[config.mk]
export PLATFORM = sky130hd
export DESIGN_NAME = lsu_mem_initiator
export DESIGN_NICKNAME = d
export VERILOG_FILES = /design/src/rtl/lsu_mem_initiator.sv
export SDC_FILE = /design/constraint.sdc
export NUM_CORES = 1
export LEC_CHECK = 0
export ABC_AREA = 1
export CAP_MARGIN = 15
export CORE_UTILIZATION = 35
export CTS_CLUSTER_SIZE = 40
export DETAILED_ROUTE_END_ITERATION = 6
export PLACE_DENSITY = 0.82
export SLEW_MARGIN = 10
export SYNTH_ARGS = -nofsm -noshare
export SYNTH_HDL_FRONTEND = slang
export SYNTH_SLANG_ARGS = --single-unit
[constraint.sdc]
create_clock -name clk -period 2.7 [get_ports clk]
set_clock_uncertainty 0.15 [all_clocks]
set_input_delay 0.81 -clock clk [delete_from_list [all_inputs] [get_ports clk]]
set_output_delay 0.81 -clock clk [all_outputs]
set_load 0.01 [all_outputs]
[src/rtl/lsu_mem_initiator.sv]
// MEM-stage load/store initiator: drives one registered access onto the data-memory port, returns a registered response.
// Build option LSU_MISALIGN_SPLIT_EN: split misaligned H/HU/W into byte accesses instead of rejecting them.
module lsu_mem_initiator #(
    parameter int ADDR_WIDTH = 15,
    parameter int DATA_WIDTH = 32
) (
    input  logic                  clk,
    input  logic                  rst_n,
    input  logic                  req_valid,
    output logic                  ready,
    input  logic                  req_we,
    input  logic [2:0]            req_op,
    input  logic [31:0]           req_addr,
    input  logic [DATA_WIDTH-1:0] req_wdata,
    output logic                  resp_valid,
    output logic                  resp_err,
    output logic [DATA_WIDTH-1:0] resp_rdata,
    output logic [2:0]            mem_op,
    output logic [ADDR_WIDTH-1:0] mem_addr,
    output logic [DATA_WIDTH-1:0] mem_data_in,
    output logic                  mem_we,
    input  logic [DATA_WIDTH-1:0] mem_data_out
);

    typedef enum logic [1:0] {S_IDLE, S_ACCESS, S_DRAIN} state_t;

    state_t                  r_state, w_state_nxt;
    logic                    r_we;
    logic [2:0]              r_mem_op, w_mem_op_nxt;
    logic [ADDR_WIDTH-1:0]   r_mem_addr, w_mem_addr_nxt;
    logic [DATA_WIDTH-1:0]   r_mem_data, w_mem_data_nxt;
    logic                    r_mem_we, w_mem_we_nxt;
    logic                    r_resp_valid, w_resp_valid_nxt;
    logic                    r_resp_err, w_resp_err_nxt;
    logic [DATA_WIDTH-1:0]   r_resp_rdata, w_resp_rdata_nxt;
    logic                    w_accept, w_illegal, w_misal, w_reject;
    logic                    w_unused;

`ifdef LSU_MISALIGN_SPLIT_EN
    localparam logic [2:0] OP_SB  = 3'b000;
    localparam logic [2:0] OP_LBU = 3'b100;
    logic [2:0]            r_op;
    logic [ADDR_WIDTH-1:0] r_addr;
    logic [DATA_WIDTH-1:0] r_wdata;
    logic                  r_split;
    logic [1:0]            r_cnt, r_last, w_cnt_nxt, w_cnt_inc;
    logic [23:0]           r_asm, w_asm_nxt;

    assign w_cnt_inc = r_cnt + 2'd1;
`endif

    assign ready     = (r_state == S_IDLE);
    assign w_accept  = req_valid & ready;
    assign w_illegal = (req_op == 3'b011) || (req_op[2:1] == 2'b11) || (req_we && req_op[2]);
    assign w_misal   = ((req_op[1:0] == 2'b01) && req_addr[0]) ||
                       ((req_op == 3'b010) && (req_addr[1:0] != 2'b00));
`ifdef LSU_MISALIGN_SPLIT_EN
    assign w_reject  = w_illegal;
`else
    assign w_reject  = w_illegal | w_misal;
`endif
    assign w_unused  = ^req_addr[31:ADDR_WIDTH];

    assign mem_op      = r_mem_op;
    assign mem_addr    = r_mem_addr;
    assign mem_data_in = r_mem_data;
    assign mem_we      = r_mem_we;
    assign resp_valid  = r_resp_valid;
    assign resp_err    = r_resp_err;
    assign resp_rdata  = r_resp_rdata;

    always_ff @(posedge clk) begin
        if (!rst_n) r_state <= S_IDLE;
        else        r_state <= w_state_nxt;
    end

    // Memory-port values are computed one cycle ahead so the port itself is registered.
    always_comb begin
        w_state_nxt      = r_state;
        w_mem_op_nxt     = 3'b000;
        w_mem_addr_nxt   = '0;
        w_mem_data_nxt   = '0;
        w_mem_we_nxt     = 1'b0;
        w_resp_valid_nxt = 1'b0;
        w_resp_err_nxt   = 1'b0;
        w_resp_rdata_nxt = '0;
`ifdef LSU_MISALIGN_SPLIT_EN
        w_cnt_nxt        = r_cnt;
        w_asm_nxt        = r_asm;
`endif
        case (r_state)
            S_IDLE: begin
                if (req_valid) begin
                    if (w_reject) begin
                        w_resp_valid_nxt = 1'b1;
                        w_resp_err_nxt   = 1'b1;
                    end else begin
                        w_state_nxt    = S_ACCESS;
                        w_mem_op_nxt   = req_op;
                        w_mem_addr_nxt = req_addr[ADDR_WIDTH-1:0];
                        w_mem_data_nxt = req_wdata;
                        w_mem_we_nxt   = req_we;
`ifdef LSU_MISALIGN_SPLIT_EN
                        w_cnt_nxt = 2'd0;
                        if (w_misal) begin
                            w_mem_op_nxt   = req_we ? OP_SB : OP_LBU;
                            w_mem_data_nxt = {{(DATA_WIDTH-8){1'b0}}, req_wdata[7:0]};
                        end
`endif
                    end
                end
            end
            S_ACCESS: begin
`ifdef LSU_MISALIGN_SPLIT_EN
                // Byte cnt-1 read in the previous cycle is on mem_data_out now.
                if (r_split && !r_we) begin
                    case (r_cnt)
                        2'd1:    w_asm_nxt[7:0]   = mem_data_out[7:0];
                        2'd2:    w_asm_nxt[15:8]  = mem_data_out[7:0];
                        2'd3:    w_asm_nxt[23:16] = mem_data_out[7:0];
                        default: ;
                    endcase
                end
                if (r_cnt != r_last) begin
                    w_cnt_nxt      = w_cnt_inc;
                    w_mem_op_nxt   = r_we ? OP_SB : OP_LBU;
                    w_mem_addr_nxt = r_addr + ADDR_WIDTH'(w_cnt_inc);
                    w_mem_data_nxt = {{(DATA_WIDTH-8){1'b0}}, r_wdata[{w_cnt_inc, 3'b000} +: 8]};
                    w_mem_we_nxt   = r_we;
                end else if (r_we) begin
                    w_resp_valid_nxt = 1'b1;
                    w_state_nxt      = S_IDLE;
                end else begin
                    w_state_nxt = S_DRAIN;
                end
`else
                if (r_we) begin
                    w_resp_valid_nxt = 1'b1;
                    w_state_nxt      = S_IDLE;
                end else begin
                    w_state_nxt = S_DRAIN;
                end
`endif
            end
            S_DRAIN: begin
                w_state_nxt      = S_IDLE;
                w_resp_valid_nxt = 1'b1;
                w_resp_rdata_nxt = mem_data_out;
`ifdef LSU_MISALIGN_SPLIT_EN
                if (r_split) begin
                    if (r_op[1])
                        w_resp_rdata_nxt = {mem_data_out[7:0], r_asm[23:0]};
                    else if (r_op[2])
                        w_resp_rdata_nxt = {16'h0000, mem_data_out[7:0], r_asm[7:0]};
                    else
                        w_resp_rdata_nxt = {{16{mem_data_out[7]}}, mem_data_out[7:0], r_asm[7:0]};
                end
`endif
            end
            default: w_state_nxt = S_IDLE;
        endcase
    end

    always_ff @(posedge clk) begin
        if (!rst_n) begin
            r_we         <= 1'b0;
            r_mem_op     <= 3'b000;
            r_mem_addr   <= '0;
            r_mem_data   <= '0;
            r_mem_we     <= 1'b0;
            r_resp_valid <= 1'b0;
            r_resp_err   <= 1'b0;
            r_resp_rdata <= '0;
`ifdef LSU_MISALIGN_SPLIT_EN
            r_op    <= 3'b000;
            r_addr  <= '0;
            r_wdata <= '0;
            r_split <= 1'b0;
            r_cnt   <= 2'd0;
            r_last  <= 2'd0;
            r_asm   <= '0;
`endif
        end else begin
            r_mem_op     <= w_mem_op_nxt;
            r_mem_addr   <= w_mem_addr_nxt;
            r_mem_data   <= w_mem_data_nxt;
            r_mem_we     <= w_mem_we_nxt;
            r_resp_valid <= w_resp_valid_nxt;
            r_resp_err   <= w_resp_err_nxt;
            r_resp_rdata <= w_resp_rdata_nxt;
            if (w_accept) r_we <= req_we;
`ifdef LSU_MISALIGN_SPLIT_EN
            if (w_accept) begin
                r_op    <= req_op;
                r_addr  <= req_addr[ADDR_WIDTH-1:0];
                r_wdata <= req_wdata;
                r_split <= w_misal;
                r_last  <= w_misal ? (req_op[1] ? 2'd3 : 2'd1) : 2'd0;
            end
            r_cnt <= w_cnt_nxt;
            r_asm <= w_asm_nxt;
`endif
        end
    end

endmodule

After elaboration in Yosys (flattened, before gate mapping)
Index checks and enable logic that the tools add are counted.
- eq/ne operators: 8
- reduce and logical (&&, ||, !) cells: 12
- multiplexer cells: 8
- bitwise logic cells: 5
- operator list (kind ; number):
    3-bit by 2-bit == test with 1-bit output, second input constant ; 2
    2-bit two-way mux ; 3
    2-bit AND reduction ; 3
    2-bit by 1-bit == test with 1-bit output, second input constant ; 2
    2-bit == test, second input constant ; 2
    2-bit != test, second input constant ; 2
    2-bit case mux with 2 select lines ; 1
    4-bit OR reduction ; 1
    1-bit logical AND ; 3
    1-bit logical OR ; 3
    1-bit two-way mux ; 3
    1-bit NOT ; 3
    1-bit case mux with 3 select lines ; 1
    2-bit logical NOT ; 1
    2-bit nonzero test ; 1
    1-bit bitwise AND ; 1
    1-bit OR ; 1
- output and inout port bits: 86
- input port bits: 103
- bits in registers: 88
- logic and storage cells: 42

Longest topological paths before layout
- word-level depth: 7
- depth in mapped cells: 6
- gate-level depth less buffers: 5

Worst setup path before layout
No wires, ideal clock.
- path type: input -> register
- from: input port req_op[2]
- to: register r_mem_data[24] (netlist: mem_data_in[24])
- library setup time: 64 ps
- cell stages on the path: 6
- buffers on the path: 1
- data required time: 2486 ps
- arrival time: 1390 ps
- path slack: 1096 ps
- cells stage by stage: nor2_1 -> nand3_1 -> nand2_1 -> nand2_4 -> buf_6 -> nor2_1
- longest elaborated chain between the ends: 5
- elaborated cells on any way between the ends: 10
- classes of those cells: 3 x eq/ne; 1 x bitwise; 6 x reduce/logical
- ends and longest elaborated chain (item ; RTL line ; RTL):
    start: declaration ; 12 ; input logic [2:0] req_op,
    3-bit by 2-bit == test with 1-bit output (tied with other cells) ; 54 ; assign w_illegal = (req_op == 3'b011) || (req_op[2:1] == 2'b11) || (req_we && req_op[2]);
    1-bit logical OR / 1-bit logical AND (equally long branches) ; 54, 56 ;
    1-bit logical OR, on equally long branches ; 54, 55 ;
    1-bit OR * ; 60 ; assign w_reject = w_illegal | w_misal;
    4-bit OR reduction (no source line) * ; n/a ;
    end signal: assignment ; 186 ; r_mem_data <= w_mem_data_nxt;
    end: declaration ; 31 ; logic [DATA_WIDTH-1:0] r_mem_data, w_mem_data_nxt;
Every way passes the cells marked *; elsewhere a longest branch is shown, timed or not.
A chain may end at the register's enable or synchronous reset.

Worst setup path after layout
- from: register r_state[0]
- to: output port ready
- longest elaborated chain between the ends: 1
- ends and longest elaborated chain (item ; RTL line ; RTL):
    start: declaration ; 27 ; state_t r_state, w_state_nxt;
    start signal: assignment ; 74 ; else r_state <= w_state_nxt;
    2-bit logical NOT ; 52 ; assign ready = (r_state == S_IDLE);
    end: declaration ; 10 ; output logic ready,
Every way passes these cells.

==> impl_metrics.py <==
metrics = {
    "die": {
        "rows": 30,
        "chipWidth_um": 88.0,
        "chipHeight_um": 88.0,
        "coreArea_mm2": 0.00698,
        "ios": 189,
        "start_util": 0.371,
        "die-area_mm2": 0.00775,
    },
    "clock_network": {
        "cts_max_path_buffers": 2,
        "post_cts_buffers": 0,
        "ctsResizeCount": 0,
        "ctsHoldBuffers": 0,
        "cts_htree_levels": 3,
        "path_clk_slew_ps": 80,
        "numCtsBuffers": 9,
        "cts_tree": "yes",
        "clock_sinks": 88,
        "clock_latency_ps": 320,
        "root_buffer": "clkbuf_8",
    },
    "sta": {
        "worst_pin_slew_ps": 309,
        "slew_headroom": 0.794,
        "fin_ws_ps": 324,
        "rsz0062_at_grt": "false",
        "hold_viol": 0,
        "setup_tns_ps": 0,
        "setup_violations": 0,
        "max_freq_mhz": 421,
        "timing.final.crit_period_ps": 2380,
        "slew_violations": 0,
        "fin_crit_sh": 0.880,
    },
    "critical_path": {
        "start_kind": "flop",
        "end_kind": "primary output",
        "crit_path_max_fanout": 3,
        "critPathKind": "flop to primary output",
        "worstPathArrival_ps": 1420,
        "critPathRequiredTime_ps": 1740,
    },
    "pwr": {
        "p_per_area_mw_per_mm2": 537,
        "p_total_mw": 2.46,
        "seqPwrFrac": 0.539,
        "pwr-share-comb": 0.102,
        "swShare": 0.212,
        "clkPwrFrac": 0.359,
        "vdd_drop_max_v": 0.000253,
        "p_leak_nw": 2.15,
        "switching_power_mw": 0.523,
        "intPower_mw": 1.94,
    },
    "route": {
        "routedWlPerCell_um": 10.9,
        "drt_pass1_iterations": 4,
        "drc": 0,
        "vias": 2184,
        "drt-total-wl_um": 6140,
        "viasPerCell": 3.88,
        "ant_nets": 0,
        "initialDrtViolationCount": 51,
    },
    "flow_run": {
        "drv_cap": 0,
    },
    "synth": {
        "yosys.cell_types.count": 15,
        "synth_top_flop_cell": "dfxtp_1",
        "synth.cells.most_frequent": "dfxtp_1 (88), inv_1 (87), nor2_1 (77)",
        "synth_async_sr_flop_share": 0,
        "synth_top_family_by_area": "simple AND/OR/NAND/NOR gates",
        "synthTopCellsByArea": "dfxtp_1 (68%), inv_1 (13%), nor2_1 (11%)",
        "synth.mux.area_fraction": 0,
        "synth_compound_area_frac": 0.00773,
        "synth_area_mm2": 0.00259,
        "synth_edf_count": 0,
        "yosysTopAreaCellShare": 0.680,
        "synth_fp_nets": 388,
        "ys_warn_count": 0,
        "yosys.area_share.xor_xnor": 0,
        "yosys.area.top_type": "dfxtp_1",
        "synth_seq_cells": 88,
        "avgSynthCellArea_um2": 9.09,
        "ys_seq_area_frac": 0.680,
        "yosysMostFrequentCell": "dfxtp_1",
        "synthAdderAreaFrac": 0,
        "yosys.area_share.simple": 0.160,
        "synthCells": 285,
    },
    "final_layout": {
        "drive_above_1_share": 0.0621,
        "final_core_util": 0.657,
        "fin_nets": 565,
        "area_delta_synth_final_pct": 77.1,
        "antenna_cells": 0,
    },
    "global_routing": {
        "grt_antenna_before_repair": 0,
        "grt_max_degree": 33,
        "track_usage": 0.157,
        "grt.overflow.total": 0,
        "grt_pass1_vias": 2141,
        "grt_pass1_wl_um": 9270,
    },
    "placement": {
        "port_buffers": 171,
        "dp_hpwl_um": 4810,
        "pre_cts_ws_ps": 296,
        "routabilityCongestion": 0.731,
    },
    "hold_path": {
        "min_path_type": "flop to flop",
    },
    "run_status": {
        "outcome": "completed",
    },
}
==> sequential cells by signal, summed over array words and instances, names as in the netlist <==
name / flops
mem_we: 1
resp_err: 1
mem_addr: 15
resp_valid: 1
mem_op: 3
resp_rdata: 32
mem_data_in: 32
r_we: 1
r_state: 2
==> final timing paths <==
path                            startpoint        endpoint  slack [ps]  cells after the start
worst min register to register        r_we      r_state[1]         280                      1
worst min-delay path                  r_we      r_state[1]         280                      1
worst max register to register  r_state[0]  mem_data_in[3]        1270                      6
worst max-delay path            r_state[0]           ready         320                      2
==> metrics by stage <==
step           area, µm²  hold WS, ps  std cells
2_1_floorplan       2590          248        285
3_3_place_gp        4390          254        547
3_5_place_dp        4390          263        547
4_1_cts             4590          273        563
5_1_grt             4590          292        563
6_report            4590          277        563
==> cells in the final DEF (no fill, tap or decap), types with 2 or more instances in the layout <==
master | synthesis | layout
clkdlybuf4s50_1 | 0 | 171
dfxtp_1 | 88 | 88
inv_1 | 87 | 87
nor2_1 | 77 | 77
clkbuf_8 | 0 | 10
nor2_2 | 8 | 8
nand3_1 | 4 | 4
nand2_1 | 4 | 4
o21ai_0 | 2 | 2
a21oi_1 | 2 | 2
clkinv_2 | 0 | 2
buf_4 | 0 | 2
==> cell type report <==
type / instances / area, µm²
clock buffer: 11 / 141
clock inverter: 5 / 56.3
fill: 590 / 2390
inverter: 87 / 327
multi-input combinational: 102 / 434
sequential: 88 / 1760
tap: 96 / 120
timing repair buffer: 174 / 1750
==> power groups by stage <==
stage          Clock (mW)  Combinational (mW)  Sequential (mW)
4_1_cts             0.912               0.253             1.33
3_5_place_dp            0               0.252             1.36
3_3_place_gp            0               0.245             1.36
5_1_grt             0.965               0.272             1.33
2_1_floorplan           0              0.0586             1.37
6_report            0.884               0.250             1.33
==> cells by family after synthesis <==
family / count (synthesis)
AO/OA/AOI/OAI: 4
buffers and inverters: 95
flip-flops: 88
AND/OR/NAND/NOR: 98
==> per-layer routing <==
layer  track usage  part of all wire  vias up
li1              -                 -     1133
met1         0.149              0.36      937
met2         0.290              0.52      105
met3        0.0707              0.11        9
met4        0.0704             0.014        0
met5             0                 0        -
==> worst max-delay path, cell delays in order (launching register included) <==
cell and delay [ps]:
dfxtp_1 330, nor2_2 170, clkdlybuf4s50_1 590
No activity file was read; power rests on OpenSTA's default activity.
